`src/rtl/mem_stage.sv`:
```
// rtl/mem_stage.sv - memory stage: one instruction in flight, variable-latency dmem port, one writeback beat per op
// Optional MEM_ALIGN_CHECK_EN: misaligned LOAD/STORE retires without a dmem request and sets sticky misalign_po.
module mem_stage #(
   parameter int REG_AW = 5,
   parameter int DATA_W = 32
) (
   input  logic              clk_pi,
   input  logic              rst_n_pi,
   input  logic              in_valid_pi,
   output logic              in_ready_po,
   input  logic [5:0]        aluFunc_pi,
   input  logic [DATA_W-1:0] aluResult_pi,
   input  logic [DATA_W-1:0] storeData_pi,
   input  logic [REG_AW-1:0] dest_pi,
   output logic              dmem_req_po,
   output logic              dmem_we_po,
   output logic [DATA_W-1:0] dmem_addr_po,
   output logic [DATA_W-1:0] dmem_wdata_po,
   input  logic              dmem_ack_pi,
   input  logic [DATA_W-1:0] dmem_rdata_pi,
   output logic              wb_valid_po,
   output logic              wb_we_po,
   output logic [REG_AW-1:0] wb_dest_po,
   output logic [DATA_W-1:0] wb_data_po,
   output logic              halt_po,
   output logic              misalign_po
);

   localparam logic [5:0] OP_ADD   = 6'd1;
   localparam logic [5:0] OP_LOAD  = 6'd4;
   localparam logic [5:0] OP_ADDI  = 6'd5;
   localparam logic [5:0] OP_STORE = 6'd6;
   localparam logic [5:0] OP_HALT  = 6'd10;

   typedef enum logic [1:0] {S_IDLE, S_ACCESS, S_HALTED} state_t;

   state_t              state;
   logic                is_load_q;
   logic [REG_AW-1:0]   dest_q;
   logic                accept;
   logic                is_mem;
   logic                misaligned;
   logic [DATA_W-1:0]   addr_aligned;

   // Gated by reset so execute never sees a ready stage while the pipeline is held in reset.
   assign in_ready_po  = rst_n_pi && (state == S_IDLE);
   assign accept       = in_valid_pi && in_ready_po;
   assign is_mem       = (aluFunc_pi == OP_LOAD) || (aluFunc_pi == OP_STORE);
   assign addr_aligned = {aluResult_pi[DATA_W-1:2], 2'b00};

`ifdef MEM_ALIGN_CHECK_EN
   assign misaligned = (aluResult_pi[1:0] != 2'b00);

   always_ff @(posedge clk_pi or negedge rst_n_pi) begin
      if (!rst_n_pi)
         misalign_po <= 1'b0;
      else if (accept && is_mem && misaligned)
         misalign_po <= 1'b1;
   end
`else
   assign misaligned  = 1'b0;
   assign misalign_po = 1'b0;
`endif

   always_ff @(posedge clk_pi or negedge rst_n_pi) begin
      if (!rst_n_pi) begin
         state         <= S_IDLE;
         dmem_req_po   <= 1'b0;
         dmem_we_po    <= 1'b0;
         dmem_addr_po  <= '0;
         dmem_wdata_po <= '0;
         wb_valid_po   <= 1'b0;
         wb_we_po      <= 1'b0;
         wb_dest_po    <= '0;
         wb_data_po    <= '0;
         halt_po       <= 1'b0;
         is_load_q     <= 1'b0;
         dest_q        <= '0;
      end else begin
         wb_valid_po <= 1'b0;
         wb_we_po    <= 1'b0;
         case (state)
            S_IDLE: begin
               if (accept) begin
                  if (is_mem && !misaligned) begin
                     state         <= S_ACCESS;
                     dmem_req_po   <= 1'b1;
                     dmem_we_po    <= (aluFunc_pi == OP_STORE);
                     dmem_addr_po  <= addr_aligned;
                     dmem_wdata_po <= storeData_pi;
                     is_load_q     <= (aluFunc_pi == OP_LOAD);
                     dest_q        <= dest_pi;
                  end else begin
                     // Non-memory ops and trapped misaligned accesses retire straight from IDLE.
                     wb_valid_po <= 1'b1;
                     wb_dest_po  <= dest_pi;
                     wb_data_po  <= aluResult_pi;
                     wb_we_po    <= ((aluFunc_pi == OP_ADD) || (aluFunc_pi == OP_ADDI)) && (dest_pi != '0);
                     if (aluFunc_pi == OP_HALT) begin
                        halt_po <= 1'b1;
                        state   <= S_HALTED;
                     end
                  end
               end
            end
            S_ACCESS: begin
               if (dmem_ack_pi) begin
                  state       <= S_IDLE;
                  dmem_req_po <= 1'b0;
                  wb_valid_po <= 1'b1;
                  wb_dest_po  <= dest_q;
                  wb_data_po  <= is_load_q ? dmem_rdata_pi : dmem_addr_po;
                  wb_we_po    <= is_load_q && (dest_q != '0);
               end
            end
            default: ;
         endcase
      end
   end

endmodule
```
`config.mk`:
```
export PLATFORM = sky130hd
export DESIGN_NAME = mem_stage
export DESIGN_NICKNAME = d
export VERILOG_FILES = /design/src/rtl/mem_stage.sv
export SDC_FILE = /design/constraint.sdc
export NUM_CORES = 1
export LEC_CHECK = 0
export ABC_AREA = 1
export CELL_PAD_IN_SITES_DETAIL_PLACEMENT = 1
export CELL_PAD_IN_SITES_GLOBAL_PLACEMENT = 2
export CORE_UTILIZATION = 25
export CTS_CLUSTER_SIZE = 25
export DETAILED_ROUTE_END_ITERATION = 8
export PLACE_DENSITY = 0.84
export SLEW_MARGIN = 10
export SYNTH_ARGS = -nofsm -noshare
export SYNTH_HDL_FRONTEND = slang
export SYNTH_SLANG_ARGS = --single-unit
```
`constraint.sdc`:
```
create_clock -name clk_pi -period 2.3 [get_ports clk_pi]
set_clock_uncertainty 0.1 [all_clocks]
set_input_delay 0.345 -clock clk_pi [delete_from_list [all_inputs] [get_ports clk_pi]]
set_output_delay 0.345 -clock clk_pi [all_outputs]
set_load 0.005 [all_outputs]
```
==> results of run 1 <==
[registers in the layout (all words and copies together) (netlist names)]
signal         cells
dmem_we_po         1
halt_po            1
wb_valid_po        1
state              2
wb_data_po        32
dmem_addr_po      30
dest_q             5
wb_we_po           1
dmem_req_po        1
wb_dest_po         5
dmem_wdata_po     32
is_load_q          1
[layout by cell type, fill, tap and decap left out, types with 4 or more instances in the layout]
cell / count
clkbuf_16: 9
o22ai_1: 18
buf_4: 15
dfrtp_1: 112
inv_2: 4
clkdlybuf4s50_1: 214
nor2_1: 38
o21ai_1: 33
o21ai_0: 41
inv_1: 35
nand3_1: 42
nand2_1: 266
[synth_stat cells]
cell / instances
or2_2: 1
nand4_1: 3
buf_4: 7
o21ai_1: 33
nand3_1: 42
o21bai_1: 1
inv_2: 4
clkbuf_1: 16
conb_1: 1
nor2_1: 38
buf_2: 18
nor3_1: 2
inv_1: 35
o21ai_0: 41
o22ai_1: 18
nand3_2: 1
dfrtp_1: 112
o21a_1: 1
nand2_1: 269
nor2_4: 3
buf_6: 1
[routing by layer]
metal  routed length (um)  part of all wire [%]
met1                 7980                    44
met2                 8650                    48
met3                 1360                   7.5
met4                  191                   1.1
met5                    0                     0
[cell families after synthesis]
family / count (synthesis) / share of synthesized area, %
AO/OA/AOI/OAI: 94 / 9.75
flip-flops: 112 / 54.9
buffers and inverters: 81 / 7.06
other: 1 / 0.0734
AND/OR/NAND/NOR: 359 / 28.2
[worst paths after layout]
kind                            slack, ns                end  cells past startpoint
worst max-delay path                 0.12        in_ready_po                      5
worst min-delay path                 0.25         dmem_we_po                      2
worst max register to register       0.59     wb_data_po[21]                      6
worst min register to register       0.37  dmem_wdata_po[25]                      2
max in group asynchronous            1.02  dmem_wdata_po[30]                      3
min in group clk_pi                  0.37  dmem_wdata_po[25]                      2
[worst reg2reg max path, delay by kind of cell, from the launching register on]
kind          cells  cell delay [ns]
buf+inv           1             0.26
flops             1             0.46
simple gates      5             0.83
[timing repair]
item                      in CTS  in global routing
hold buffers                   1                  0
hold endpoints to repair       2                  0
setup buffers                  0                  0
[metrics by stage]
step,instances,hold slack [ns],power (uW),instance area [um^2]
after CTS,1121,0.234,4000,7870
after floorplan,649,-0.0506,2050,5110
after global routing,1121,0.257,4090,7870
after global placement,1104,0.0684,2310,7550
final,1121,0.248,3930,7870
after detailed placement,1104,0.0702,2310,7550
[power groups by stage]
| stage | combinational [uW] | sequential (uW) | clock (uW) |
|---|---|---|---|
| after floorplan | 47.7 | 2010 | 0 |
| after global placement | 302 | 2010 | 0 |
| after detailed placement | 303 | 2010 | 0 |
| after CTS | 306 | 1970 | 1730 |
| after global routing | 331 | 1970 | 1790 |
| final | 300 | 1970 | 1670 |
[cell type report]
class | count | area (um^2) | area share [%]
tap | 265 | 332 | 4.21
inverter | 39 | 146 | 1.86
clock buffer | 10 | 239 | 3.04
multi-input combinational | 456 | 1960 | 24.9
timing repair buffer | 233 | 2320 | 29.5
clock inverter | 6 | 66.3 | 0.843
sequential | 112 | 2800 | 35.6
==> impl_metrics.env, run 1 <==
export IMPL_ant_nets=0
export IMPL_slowest_delay_ns=0.53
export IMPL_grt_setup_unrepaired="false"
export IMPL_cp_slowest_cell="dlygate4sd3_1"
export IMPL_fill_cells=2341
export IMPL_arrival_ns=1.73
export IMPL_total_leakage_power_uw=0.00383
export IMPL_layout_drive_gt1_share_pct=5.37
export IMPL_cts_sinks=112
export IMPL_status="finished, final reports clean"
export IMPL_critPathTopFamily="buffers and inverters"
export IMPL_critical_path_cell_chain="dlygate4sd3_1 > buf_4 > inv_1 > nor2_1 > clkdlybuf4s50_1"
export IMPL_cts_tree="built"
export IMPL_required_ns=1.86
export IMPL_grt_max_degree=111
export IMPL_clockRootBuffer="clkbuf_16"
export IMPL_grt_pass1_vias=5392
export IMPL_p_comb_share_pct=7.6
export IMPL_switchingPower_uw=894
export IMPL_syn_area_per_cell_um2=7.89
export IMPL_syn_inst=647
export IMPL_layout_min_cycle_time_ns=2.18
export IMPL_vias_per_cell=4.45
export IMPL_grt_pass1_wl_um=30200
export IMPL_numCtsBuffers=9
export IMPL_drt_iter0_drc=177
export IMPL_fin_nets=962
export IMPL_path_clk_slew_ns=0.08
export IMPL_cp_max_fo=5
export IMPL_die_y_um=145
export IMPL_layout_setup_ws_ns=0.121
export IMPL_internal_power_uw=3040
export IMPL_io_buffer_count=215
export IMPL_start_util_pct=25.9
export IMPL_num_rows=51
export IMPL_grt_overflow=0
export IMPL_worst_path_buf_inv=4
export IMPL_synth_ff_latch_count=112
export IMPL_yosysWarnings=0
export IMPL_cts_resized=0
export IMPL_ir_worst_vdd_mv=0.319
export IMPL_globalplace_congestion=0.775
export IMPL_die_area_um2=21000
export IMPL_core_area_um2=19700
export IMPL_end_kind="primary output"
export IMPL_swShare_pct=22.7
export IMPL_tns_ns=0
export IMPL_area_growth_pct=54.1
export IMPL_grt_use_met3_pct=5.47
export IMPL_wl_per_cell_um=16.2
export IMPL_clk_latency_ns=0.36
export IMPL_vias=4984
export IMPL_diodes=0
export IMPL_utilization_pct=39.9
export IMPL_ios=219
export IMPL_synth_area_um2=5110
export IMPL_grt_usage_pct=18.1
export IMPL_met1_usage_pct=23.0
export IMPL_tightest_slew_ns=0.626
export IMPL_htree_levels=3
export IMPL_maxSlewHeadroom_pct=58.2
export IMPL_dp_hpwl_um=13100
export IMPL_yosysUniqueCellTypes=21
export IMPL_synth_top_area_cell="dfrtp_1"
export IMPL_seq_area_frac_synth_pct=54.9
export IMPL_pre_cts_slack_ns=0.187
export IMPL_seqPwrFrac_pct=50.0
export IMPL_timing_rr_start="state[1]"
export IMPL_drc=0
export IMPL_dr_pass1_iters=4
export IMPL_die_w_um=145
export IMPL_startpoint="rst_n_pi"
export IMPL_cp_start_kind="input port"
export IMPL_gr_max_usage_layer="met2"
export IMPL_hold_viol_final=0
export IMPL_clkPwrFrac_pct=42.4
export IMPL_hold_class="input port to asynchronous set/reset pin"
export IMPL_antenna_found_initial=0
export IMPL_netlist_area_leader_share_pct=54.9
export IMPL_max_cap_violations=0
export IMPL_fin_crit_sh_pct=94.8
export IMPL_fmax_ghz=0.459
export IMPL_ys_top_cells_by_area="dfrtp_1 (55%), nand2_1 (20%), nand3_1 (4.1%), o21ai_0 (4.0%), o21ai_1 (3.2%)"
export IMPL_grtUsageMet2_pct=29.9
export IMPL_cts_buffer_depth=2
export IMPL_wirelength_um=18200
export IMPL_slew_violations=0
export IMPL_critPathKind="input port to primary output"
export IMPL_setup_viol_count_final=0
export IMPL_powerDensity_nw_per_um2=500
(Power assumes the default switching activity.)
==> run 2: changes to the inputs <==
--- a/config.mk
+++ b/config.mk
@@ -6,13 +6,14 @@
 export NUM_CORES = 1
 export LEC_CHECK = 0
 export ABC_AREA = 1
+export CAP_MARGIN = 20
 export CELL_PAD_IN_SITES_DETAIL_PLACEMENT = 1
 export CELL_PAD_IN_SITES_GLOBAL_PLACEMENT = 2
 export CORE_UTILIZATION = 25
 export CTS_CLUSTER_SIZE = 25
 export DETAILED_ROUTE_END_ITERATION = 8
 export PLACE_DENSITY = 0.84
-export SLEW_MARGIN = 10
+export SLEW_MARGIN = 40
 export SYNTH_ARGS = -nofsm -noshare
 export SYNTH_HDL_FRONTEND = slang
 export SYNTH_SLANG_ARGS = --single-unit
==> results of run 2 <==
The final DEF is identical to that of run 1; final timing and power are the same.
==> edit: new RTL, config.mk and constraints of run 1 <==
Build with the macro `MEM_ALIGN_CHECK_EN` defined.
--- a/src/rtl/mem_stage.sv
+++ b/src/rtl/mem_stage.sv
@@ -1,4 +1,6 @@
 // rtl/mem_stage.sv - memory stage: one instruction in flight, variable-latency dmem port, one writeback beat per op
 // Optional MEM_ALIGN_CHECK_EN: misaligned LOAD/STORE retires without a dmem request and sets sticky misalign_po.
+`define MEM_ALIGN_CHECK_EN
+
 module mem_stage #(
    parameter int REG_AW = 5,
Function: changed (a bounded check fails within 4 cycles, from zero or initial values and one cycle with rst_n_pi low).
==> edit against run 1 <==
The flow now finishes with violations (negative hold slack). Utilization increased by 0.76 points. Clock power rose by 49%. Cell count up 3.6%. Sequential cell count is 1 higher. Area after synthesis is 4.0% higher. Count of clock-buffer cells in the layout grew 11. Wire length up 3.4%. Power up 22%. Register-to-register slack worse by 0.12 ns. Non-clock buffer count rose by 2. Worst setup slack improved by 0.0023 ns. Design area rose by 5.9%. Worst hold slack worse by 0.31 ns. Highest routed layer unchanged.
==> edit: results (changes against run 1) <==
stage,metric,value,unit,change
worst_setup_path,critical_path.max_fanout,4,,-1
final_layout,layout-drive-gt1-share,6.96,%,+1.6 points
global_routing,grtUsageMet3,6.76,%,+1.3 points
pwr,irDropWorstVdd,0.000444,V,+39%
routing,met2_length,8850,µm,+2.3%
cts,clk_path_buf_depth,2,,unchanged
routing,top_layer,met4,,
routing,wl_met3,1500,µm,+10%
sta,worst_pin_slew,0.664,ns,+0.0381 ns
final_layout,nFillCells,2422,,+3.5%
worst_setup_path,cp.arrival,1.73,ns,about the same
global_routing,use_met2,29.6,%,-0.28 points
synthesis,yosysSeqAreaShare,53.3,%,-1.6 points
synthesis,synth_flop_cell,dfrtp_1,,
sta,hold_ws,-0.0614,ns,-0.310 ns
routing,routed_wl,18800,µm,+3.4%
synthesis,netlist_top_cells_count,"nand2_1 (198), dfrtp_1 (113), o21ai_0 (78)",,
synthesis,synth_xor_area_share,0,%,unchanged
global_routing,grt_use_met1,22.5,%,-0.44 points
pwr,p_int,0.00375,W,+23%
global_routing,grt_pass1_vias,5591,,+3.7%
synthesis,synth-compound-area-share,13.0,%,+3.3 points
final_layout,finalNetCount,990,,+2.9%
global_routing,grt_max_degree,114,,+2.7%
pwr,p_per_area,576,nW/µm²,+15%
run_status,status,finished with violations,,
global_routing,antenna_found_initial,0,,unchanged
pwr,pg_clk,0.00248,W,+49%
placement,gp_congestion,0.765,,-1.4%
run_status,violations,negative hold slack,,
min_path,hold_path.class,in2async,,
synthesis,async_flop_share,100,%,unchanged
sta,hold_violations,29,,+29
placement,port-buffer-count,216,,+0.47%
synthesis,synth_area_leaders,"dfrtp_1 (53%), nand2_1 (14%), o21ai_0 (7.4%)",,
placement,place_hpwl,13300,µm,+1.9%
cts,htreeDepth,4,,+1
routing,initialDrtViolationCount,152,,-14%
synthesis,synth.distinct_cells,23,,+9.5%
global_routing,grt.total_usage,18.0,%,-0.13 points
cts,clk_latency,0.40,ns,+0.04 ns
global_routing,grt_pass1_wl,30200,µm,+0.30%
placement,pre_cts_slack,0.0936,ns,-0.0935 ns
routing,vias,5212,,+4.6%
cts,cts_made_buffers,17,,+8
pwr,p_leak,3.97,nW,+3.7%
routing,m1WireLength,8370,µm,+4.8%
cts,clk_pin_slew,0.05,ns,-0.03 ns
synthesis,yosysWarningCount,0,,unchanged
pwr,combPwrFrac,6.7,%,-0.9 points
[edit: cell type report]
cell class              count  area [µm²]  area share [%]
repair buffers            235        2400            28.8
multi-input cells         463        2020            24.3
flip-flops and latches    113        2830            34.0
clock buffers              21         470            5.64
inverters                  49         184            2.21
clock inverters            10        86.3            1.04
well taps                 270         338            4.05
[edit: worst paths after layout]
| path | start | slack (ns) | depth (start not counted) | to |
|---|---|---|---|---|
| max | state[0]$_DFFE_PN0P_ | 0.12 | 4 | in_ready_po |
| min | rst_n_pi | -0.06 | 2 | dmem_wdata_po[17]$_DFFE_PN0P_ |
| max reg2reg | state[0]$_DFFE_PN0P_ | 0.47 | 9 | dmem_addr_po[13]$_DFFE_PN0P_ |
| min reg2reg | halt_po$_DFFE_PN0P_ | 0.36 | 2 | halt_po$_DFFE_PN0P_ |
| max in group asynchronous | rst_n_pi | 1.60 | 2 | state[1]$_DFFE_PN0P_ |
| min in group clk_pi | halt_po$_DFFE_PN0P_ | 0.36 | 2 | halt_po$_DFFE_PN0P_ |
[edit: worst max-delay path: stages (launching register included)]
cell and delay [ns]:
dfrtp_1 0.43, nor2_4 0.17, inv_2 0.07, nor2_4 0.11, clkdlybuf4s50_1 0.54
[edit: cells by family after synthesis]
family                 Yosys count
AO/OA/AOI/OAI                  137
buffers and inverters           96
flip-flops                     113
other                            1
AND/OR/NAND/NOR                324
[edit: metrics by stage]
step	instance area (µm²)	instances	hold WS, ns
after global routing	8340	1161	0.00939
final	8340	1161	-0.0614
after CTS	8330	1161	0.0000905
after global placement	7780	1130	0.354
after floorplan	5310	672	-0.0506
after detailed placement	7780	1130	0.354
[edit: timing repair]
item / CTS / global route
endpoints found under the hold margin: 0 / 0
gates resized for setup: 0 / 1
setup endpoints to repair: 0 / 1
